<file path="src/rtl/pulsador_debounce_pkg.sv">
`default_nettype none
// ============================================================================
//  Module      : pulsador_debounce_pkg
//  Description : Shared board timing constants for pushbutton handling and a
//                helper giving the idle (released) raw level of a button.
//  Revision    : 1.0 - initial release
// ============================================================================
package pulsador_debounce_pkg;

    // About 1.3 ms of stable samples at the board clock to accept a level.
    localparam int unsigned c_DEBOUNCE_CYCLES = 32'd65536;

    // About 280 ms of continuous press before a hold event is raised.
    localparam int unsigned c_HOLD_CYCLES     = 32'd14000000;

    // Raw pin level seen while the button is not pressed.
    function automatic logic released_level(input logic active_low);
        return active_low;
    endfunction

endpackage : pulsador_debounce_pkg
`default_nettype wire

</file>
<file path="src/rtl/pulsador_debounce_sync_2ff.sv">
`default_nettype none
// ============================================================================
//  Module      : sync_2ff
//  Description : Two-flop synchronizer for a single asynchronous input, with
//                a configurable value loaded on reset so that a button input
//                can come out of reset already at its idle level.
//  Revision    : 1.0 - initial release
// ============================================================================
module sync_2ff #(
    parameter logic RESET_VALUE = 1'b0
) (
    input  logic clk,
    input  logic rst,
    input  logic i_d,
    output logic o_q
);

    logic r_meta;
    logic r_sync;

    // First flop may go metastable; second flop gives it a cycle to settle.
    always_ff @(posedge clk) begin
        if (rst) begin
            r_meta <= RESET_VALUE;
            r_sync <= RESET_VALUE;
        end else begin
            r_meta <= i_d;
            r_sync <= r_meta;
        end
    end

    assign o_q = r_sync;

endmodule : sync_2ff
`default_nettype wire

</file>
<file path="src/rtl/pulsador_debounce.sv">
`default_nettype none
// ============================================================================
//  Module      : pulsador_debounce
//  Description : Pushbutton conditioner: synchronizes and debounces a bouncing
//                raw input, provides a clean pressed level, one-cycle press,
//                release and long-press (hold) strobes, and a held level.
//  Revision    : 1.0 - initial release
// ============================================================================
module pulsador_debounce
    import pulsador_debounce_pkg::*;
#(
    parameter int unsigned DEBOUNCE_CYCLES = c_DEBOUNCE_CYCLES,
    parameter int unsigned HOLD_CYCLES     = c_HOLD_CYCLES,
    parameter bit          ACTIVE_LOW      = 1'b1
) (
    input  logic clk,
    input  logic rst,
    input  logic boton_raw,
    output logic pulsador,
    output logic press_pulse,
    output logic release_pulse,
    output logic hold_pulse,
    output logic held
);

    localparam int unsigned c_DB_W   = $clog2(DEBOUNCE_CYCLES);
    localparam int unsigned c_HOLD_W = $clog2(HOLD_CYCLES);

    localparam logic [c_DB_W-1:0]   c_DB_LAST   = c_DB_W'(DEBOUNCE_CYCLES - 1);
    localparam logic [c_HOLD_W-1:0] c_HOLD_LAST = c_HOLD_W'(HOLD_CYCLES - 1);

    localparam logic [1:0] c_ST_IDLE         = 2'd0;
    localparam logic [1:0] c_ST_PRESS_WAIT   = 2'd1;
    localparam logic [1:0] c_ST_PRESSED      = 2'd2;
    localparam logic [1:0] c_ST_RELEASE_WAIT = 2'd3;

    logic                w_raw_sync;
    logic                w_s;
    logic [1:0]          r_state;
    logic [1:0]          w_state_nxt;
    logic [c_DB_W-1:0]   r_db_cnt;
    logic [c_DB_W-1:0]   w_db_cnt_nxt;
    logic [c_HOLD_W-1:0] r_hold_cnt;
    logic [c_HOLD_W-1:0] w_hold_cnt_nxt;
    logic                w_press_acc;
    logic                w_release_acc;
    logic                w_hold_fire;
    logic                w_pressed_nxt;
    logic                r_pulsador;
    logic                r_press_pulse;
    logic                r_release_pulse;
    logic                r_hold_pulse;
    logic                r_held;

    sync_2ff #(
        .RESET_VALUE (released_level(ACTIVE_LOW))
    ) u_sync (
        .clk (clk),
        .rst (rst),
        .i_d (boton_raw),
        .o_q (w_raw_sync)
    );

    // Normalized sample: 1 means pressed regardless of pin polarity.
    assign w_s = ACTIVE_LOW ? ~w_raw_sync : w_raw_sync;

    // Debounce FSM next state: a level is accepted only after the sample has
    // stayed at the new value while the counter walks up to its last value.
    always_comb begin
        w_state_nxt   = r_state;
        w_db_cnt_nxt  = r_db_cnt;
        w_press_acc   = 1'b0;
        w_release_acc = 1'b0;
        case (r_state)
            c_ST_IDLE: begin
                if (w_s) begin
                    w_state_nxt  = c_ST_PRESS_WAIT;
                    w_db_cnt_nxt = '0;
                end
            end
            c_ST_PRESS_WAIT: begin
                if (!w_s) begin
                    w_state_nxt  = c_ST_IDLE;
                    w_db_cnt_nxt = '0;
                end else if (r_db_cnt == c_DB_LAST) begin
                    w_state_nxt  = c_ST_PRESSED;
                    w_press_acc  = 1'b1;
                end else begin
                    w_db_cnt_nxt = r_db_cnt + 1'b1;
                end
            end
            c_ST_PRESSED: begin
                if (!w_s) begin
                    w_state_nxt  = c_ST_RELEASE_WAIT;
                    w_db_cnt_nxt = '0;
                end
            end
            c_ST_RELEASE_WAIT: begin
                if (w_s) begin
                    w_state_nxt   = c_ST_PRESSED;
                end else if (r_db_cnt == c_DB_LAST) begin
                    w_state_nxt   = c_ST_IDLE;
                    w_release_acc = 1'b1;
                end else begin
                    w_db_cnt_nxt  = r_db_cnt + 1'b1;
                end
            end
            default: begin
                w_state_nxt  = c_ST_IDLE;
                w_db_cnt_nxt = '0;
            end
        endcase
    end

    // Hold timing: restart on each accepted press, saturate at the threshold,
    // fire once; a release accepted on the same cycle suppresses the event.
    always_comb begin
        w_hold_cnt_nxt = r_hold_cnt;
        w_hold_fire    = 1'b0;
        if (w_press_acc) begin
            w_hold_cnt_nxt = '0;
        end else if ((r_state == c_ST_PRESSED) || (r_state == c_ST_RELEASE_WAIT)) begin
            if (r_hold_cnt != c_HOLD_LAST) begin
                w_hold_cnt_nxt = r_hold_cnt + 1'b1;
            end else if (!r_held && !w_release_acc) begin
                w_hold_fire = 1'b1;
            end
        end
    end

    assign w_pressed_nxt = (w_state_nxt == c_ST_PRESSED) ||
                           (w_state_nxt == c_ST_RELEASE_WAIT);

    // State, counters and registered outputs, all updated together.
    always_ff @(posedge clk) begin
        if (rst) begin
            r_state         <= c_ST_IDLE;
            r_db_cnt        <= '0;
            r_hold_cnt      <= '0;
            r_pulsador      <= 1'b0;
            r_press_pulse   <= 1'b0;
            r_release_pulse <= 1'b0;
            r_hold_pulse    <= 1'b0;
            r_held          <= 1'b0;
        end else begin
            r_state         <= w_state_nxt;
            r_db_cnt        <= w_db_cnt_nxt;
            r_hold_cnt      <= w_hold_cnt_nxt;
            r_pulsador      <= w_pressed_nxt;
            r_press_pulse   <= w_press_acc;
            r_release_pulse <= w_release_acc;
            r_hold_pulse    <= w_hold_fire;
            if (w_release_acc) begin
                r_held <= 1'b0;
            end else if (w_hold_fire) begin
                r_held <= 1'b1;
            end
        end
    end

    assign pulsador      = r_pulsador;
    assign press_pulse   = r_press_pulse;
    assign release_pulse = r_release_pulse;
    assign hold_pulse    = r_hold_pulse;
    assign held          = r_held;

endmodule : pulsador_debounce
`default_nettype wire

</file>
<file path="config.mk">
export PLATFORM = sky130hd
export DESIGN_NAME = pulsador_debounce
export DESIGN_NICKNAME = d
export VERILOG_FILES = /design/src/rtl/pulsador_debounce_pkg.sv /design/src/rtl/pulsador_debounce_sync_2ff.sv /design/src/rtl/pulsador_debounce.sv
export SDC_FILE = /design/constraint.sdc
export NUM_CORES = 1
export LEC_CHECK = 0
export ABC_AREA = 0
export CAP_MARGIN = 20
export CORE_MARGIN = 1.5
export CORE_UTILIZATION = 54
export DETAILED_ROUTE_END_ITERATION = 10
export GPL_TIMING_DRIVEN = 0
export PLACE_DENSITY_LB_ADDON = 0.25
export SKIP_CTS_REPAIR_TIMING = 1
export SYNTH_ARGS = -nofsm -noshare
export SYNTH_HDL_FRONTEND = slang
export SYNTH_HIERARCHICAL = 1
export SYNTH_SLANG_ARGS = --single-unit
</file>
<file path="constraint.sdc">
create_clock -name clk -period 2.1 [get_ports clk]
set_input_delay 0.21 -clock clk [delete_from_list [all_inputs] [get_ports clk]]
set_output_delay 0.21 -clock clk [all_outputs]
set_load 0.01 [all_outputs]
</file>
* Word level (Yosys, flattened, before mapping)
Index checks and enable logic that the tools add are counted.
Operators by class: add/subtract/negate cells 2, $mul 0, divide/modulo/power cells 0, order comparisons 0, equal/unequal tests 10, shift operators 0, muxes and demuxes 22, bitwise gates (word level) 0, reduce and logical (&&, ||, !) cells 10
Operator list (count):
- $mux W16 | 5
- $pmux W16 S4 | 1
- $add A24 B1 Y24 const B | 1
- $ne A24 B24 Y1 const B | 1
- $add A16 B1 Y16 const B | 1
- $eq A16 B16 Y1 const B | 1
- $mux W2 | 6
- $mux W1 | 9
- $eq A2 B2 Y1 const B | 4
- $pmux W2 S4 | 1
- $ne A2 B1 Y1 const B | 2
- $reduce_or A2 Y1 | 2
- $reduce_and A3 Y1 | 1
- $eq A2 B1 Y1 const B | 1
- $logic_not A1 Y1 | 2
- $logic_not A2 Y1 | 1
- $logic_or A1 B1 Y1 | 2
- $ne A2 B2 Y1 const B | 1
- $reduce_and A2 Y1 | 1
- $logic_and A1 B1 Y1 | 1
Word-level totals: flip-flop bits (word level) 49, latch bits 0, RAM bits 0, bits in read-only memories 0, input port bits 3, output and inout port bits 5, word-level logic and storage cells 54, memories 0

* Logic depth before layout (Yosys ltp)
depth after elaboration 10, mapped depth 8, gate-level depth less buffers 6

* By module
The synthesis kept the hierarchy.
Modules (own cells, without submodules):
- pulsador_debounce | times used 1, cells each 280, area an instance 2384.8 sq um, sequential area each 940.9 sq um
- sync_2ff | times used 1, cells each 4, area an instance 52.6 sq um, sequential area each 40.0 sq um

* Least setup slack after synthesis
OpenSTA, ideal clock, no wires.
path kind flip-flop to flip-flop, start point register r_hold_cnt[0], end point register r_held, in the netlist held, arrival time 2.165 ns, slack -0.150 ns, stages on the path, launching flop included 9, clock period less this slack 2.250 ns, cells stage by stage dfxtp_1 -> ha_1 -> nand3_1 -> or4_4 -> nor4_4 -> buf_6 -> buf_12 -> a21oi_2 -> a211oi_1
On the way: word-level cells in the longest chain between the ends 4
RTL lines:
- from (decl) | line pulsador_debounce.sv:43 | logic [c_HOLD_W-1:0] r_hold_cnt;
- from (signal assigned) | line pulsador_debounce.sv:148 | r_hold_cnt <= w_hold_cnt_nxt;
- $ne A24 B24 Y1 | line pulsador_debounce.sv:123 | if (r_hold_cnt != c_HOLD_LAST) begin
- $mux W1 | line pulsador_debounce.sv:123
- $mux W1 | line pulsador_debounce.sv:122 | end else if ((r_state == c_ST_PRESSED) || (r_state == c_ST_RELEASE_WAIT)) begin
- $mux W1 | line pulsador_debounce.sv:120 | if (w_press_acc) begin
- to (signal assigned) | line pulsador_debounce.sv:144 | r_held <= 1'b0;
- to (signal assigned) | line pulsador_debounce.sv:154 | r_held <= 1'b0;
- to (signal assigned) | line pulsador_debounce.sv:156 | r_held <= 1'b1;
- to (decl) | line pulsador_debounce.sv:53 | logic r_held;
No other way between the ends. A chain may end at the register's enable or synchronous reset.

* Worst setup path after layout
start point register r_hold_cnt[13], end point register r_hold_cnt[5]
On the way: word-level cells in the longest chain between the ends 2
RTL lines (line):
- $ne A24 B24 Y1 | pulsador_debounce.sv:123
- $reduce_and A2 Y1 (no line)
No other way between the ends.

==> impl_metrics.csv <==
group,metric,value,unit
timing,max_slew.worst_pin.slew,1.05,ns
yosys,syn_area,2440,um^2
drt,drt_pre_antenna_iters,4,
drt,wl,5.45,mm
floorplanning,die_h,70.2,um
global_routing,antenna_found_initial,0,
drt,via_per_inst,6.18,
yosys,synth-edff-count,0,
critical_path,end_kind,"flop",
critical_path,reg2reg_setup_slack,-0.30,ns
finish,fin_util,0.676,
yosys,synth_warnings,6,
critical_path,crit_slowest_cell,"or4b_1",
power_and_ir_drop,combinationalPowerShare,0.030,
cts,clk_latency,0.30,ns
floorplanning,start_util,0.560,
power_and_ir_drop,clockPowerShare,0.399,
floorplanning,core,4350,um^2
critical_path,critPathMaxStageDelay,0.51,ns
floorplanning,design.die.area,4930,um^2
yosys,ys_ff_latch,49,
power_and_ir_drop,power.internal,1.29,mW
critical_path,required,2.33,ns
critical_path,worst_r2r_startpoint,"r_hold_cnt[13]$_SDFFE_PP0P_",
cts,root_buffer,"clkbuf_8",
drt,via_count,2226,
floorplanning,rows,24,
floorplanning,io_pins,8,
place,dpl_cell_area,2580,um^2
critical_path,cp_top_family,"simple AND/OR/NAND/NOR gates",
finish,final_common_cell,"dfxtp_1",
cts,path_clk_slew,0.09,ns
yosys,ys_seq_area_frac,0.402,
timing,post-route-period-util,1.14,
power_and_ir_drop,power_density,555,nW/um^2
timing,worst_slack,-0.301,ns
place,dp_hpwl,3.60,mm
yosys,synthArstFlopShare,0,
critical_path,crit_arrival,2.63,ns
timing,hold_viol,0,
global_routing,grt_usage,0.213,
critical_path,crit_fanout,8,
floorplanning,fp.dieW,70.2,um
hold_path,hold_depth,1,
power_and_ir_drop,switching_power,0.341,mW
drt,postRouteAntennaNets,0,
place,io_buffer_count,7,
timing,tns,-5.31,ns
power_and_ir_drop,switching_share,0.209,
critical_path,cp.buffers_inverters,3,
timing,max_freq,417,MHz
critical_path,start_kind,"flop",
global_routing,grt_start_max_net_pins,15,
critical_path,r2r_end,"r_hold_cnt[5]$_SDFFE_PP0P_",
power_and_ir_drop,ir_drop,399,uV
finish,design_area,2940,um^2
finish,nets,313,
place,post-place-cells,343,
finish,n_antenna_cell,0,
yosys,synthCells,284,
finish,area_growth,20.8,%
critical_path,ff2ff_path_depth,8,
cts,cts_buffers,5,
yosys,synth_nets,289,
timing,slew_violations,0,
hold_path,min-delay-start,"u_sync/r_meta$_SDFF_PP1_",
yosys,yosysUniqueCellTypes,47,
drt,post-route-drc-count,0,
timing,setup_viol,21,
cts,numClockSinks,49,
critical_path,critPathKind,"reg -> reg",
global_routing,grt-ovfl-total,0,
cts,clock_path_buffers,2,
timing,fin_hold_ws,0.430,ns
drt,wl_per_cell,15.1,um
global_routing,grt_first_pass_wirelength,8.64,mm
power_and_ir_drop,pwr-share-seq,0.571,
outcome,violations,"setup timing",
place,place.gp.congestion,0.857,
cts,cts_tree,"yes",
timing,slew_headroom,0.290,
hold_path,min_to,"u_sync/o_q$_SDFF_PP1_",
cts,cts.htree.levels,2,
timing,rsz0062_at_grt,"yes",
drt,drt_iter0_drc,179,
finish,mostFrequentLayoutCells,"dfxtp_1, nor2_1, nand2_1, a21oi_1, nand4_1",
power_and_ir_drop,leakage,0.947,nW
outcome,status,"finished, violations left",
global_routing,grt_pass1_vias,1888,
finish,layout-drive-gt1-share,0.211,
critical_path,crit_path_cell_trace,"or4b_1 -> or4_4 -> nor4_4 -> buf_4 -> buf_8 -> clkbuf_16 -> o31ai_4 -> a21oi_1",
finish,layoutNonFillerInstCount,360,
timing,min_period,2.40,ns
run,cap_violations,0,
yosys,syn_area_per_cell,8.58,um^2
timing,fin_worst_skew,0.00715,ns
yosys,synth_ff_type,"dfxtp_1",
hold_path,hp-class,"reg -> reg",
cell usage after synthesis, types with 2 or more instances:
cell type | instances | area (um^2)
a211oi_1 | 2 | 15.0
a21oi_1 | 20 | 100
a31oi_1 | 5 | 31.3
and3_1 | 5 | 31.3
and4_1 | 2 | 17.5
buf_6 | 2 | 22.5
clkbuf_1 | 8 | 30.0
dfxtp_1 | 49 | 981
ha_1 | 2 | 25.0
inv_1 | 6 | 22.5
mux2i_1 | 2 | 20.0
nand2_1 | 22 | 82.6
nand3_1 | 14 | 70.1
nand4_1 | 16 | 100
nor2_1 | 30 | 113
nor3_1 | 9 | 45.0
nor3b_1 | 4 | 30.0
nor4_1 | 4 | 25.0
o21ai_0 | 6 | 30.0
o31ai_1 | 14 | 105
or2_1 | 2 | 12.5
or2_2 | 3 | 18.8
or3_1 | 5 | 31.3
or4_1 | 4 | 30.0
or4_2 | 11 | 96.3
xnor2_1 | 3 | 26.3
xor2_1 | 14 | 123
kinds of logic after synthesis:
group / Yosys count / synth area share
buf+inv: 18 / 0.0411
simple gates: 141 / 0.331
xor+xnor: 17 / 0.0611
flops: 49 / 0.402
fa+ha+maj: 2 / 0.0103
compound gates: 55 / 0.146
mux: 2 / 0.00821
flip-flops by register name, indices dropped and copies added (netlist names):
| register | flops |
|---|---|
| r_hold_cnt | 24 |
| r_db_cnt | 16 |
| r_state | 2 |
| held | 1 |
| hold_pulse | 1 |
| press_pulse | 1 |
| pulsador | 1 |
| release_pulse | 1 |
| u_sync/o_q | 1 |
| u_sync/r_meta | 1 |
metal layers:
layer | track usage | vias to the layer above | share of wire
met4 | 0.0769 | 0 | 0.010
li1 | - | 1113 | -
met1 | 0.322 | 1060 | 0.51
met2 | 0.308 | 48 | 0.44
met3 | 0.0303 | 5 | 0.039
met5 | 0 | - | 0
how the worst max path moves through the flow:
stage | startpoint | endpoint | slack [ns] | cells after the start
after global routing | r_hold_cnt[13]$_SDFFE_PP0P_ | r_hold_cnt[21]$_SDFFE_PP0P_ | -0.39 | 8
final | r_hold_cnt[13]$_SDFFE_PP0P_ | r_hold_cnt[5]$_SDFFE_PP0P_ | -0.30 | 8
after CTS | r_hold_cnt[0]$_SDFFE_PP0P_ | r_hold_cnt[1]$_SDFFE_PP0P_ | -0.41 | 7
after global placement | r_db_cnt[0]$_SDFFE_PP0P_ | r_hold_cnt[13]$_SDFFE_PP0P_ | -0.39 | 6
after detailed placement | r_db_cnt[0]$_SDFFE_PP0P_ | r_hold_cnt[16]$_SDFFE_PP0P_ | -0.38 | 6
after floorplan | r_hold_cnt[13]$_SDFFE_PP0P_ | held$_SDFFE_PP0P_ | -0.12 | 7
power groups by stage:
stage | Combinational [mW] | Clock [mW] | Sequential (mW)
CTS | 0.0458 | 0.665 | 0.935
global placement | 0.0455 | 0 | 0.957
detailed placement | 0.0455 | 0 | 0.957
global route | 0.0535 | 0.686 | 0.935
floorplan | 0.0312 | 0 | 0.956
finish | 0.0482 | 0.653 | 0.934
final cells by class:
| cell class | instances | area [um^2] |
|---|---|---|
| inverters | 6 | 22.5 |
| multi-input cells | 217 | 1490 |
| repair buffers | 19 | 191 |
| plain buffers | 10 | 81.3 |
| clock inverters | 2 | 35.0 |
| well taps | 52 | 65.1 |
| flip-flops and latches | 49 | 987 |
| fillers | 347 | 1410 |
| clock buffers | 5 | 68.8 |
stage by stage:
step	power, mW	setup WS, ns
floorplan	0.988	-0.124
global placement	1.00	-0.395
detailed placement	1.00	-0.380
CTS	1.65	-0.408
global route	1.67	-0.394
finish	1.64	-0.301
Note: power is estimated with default switching activity, not from simulation.
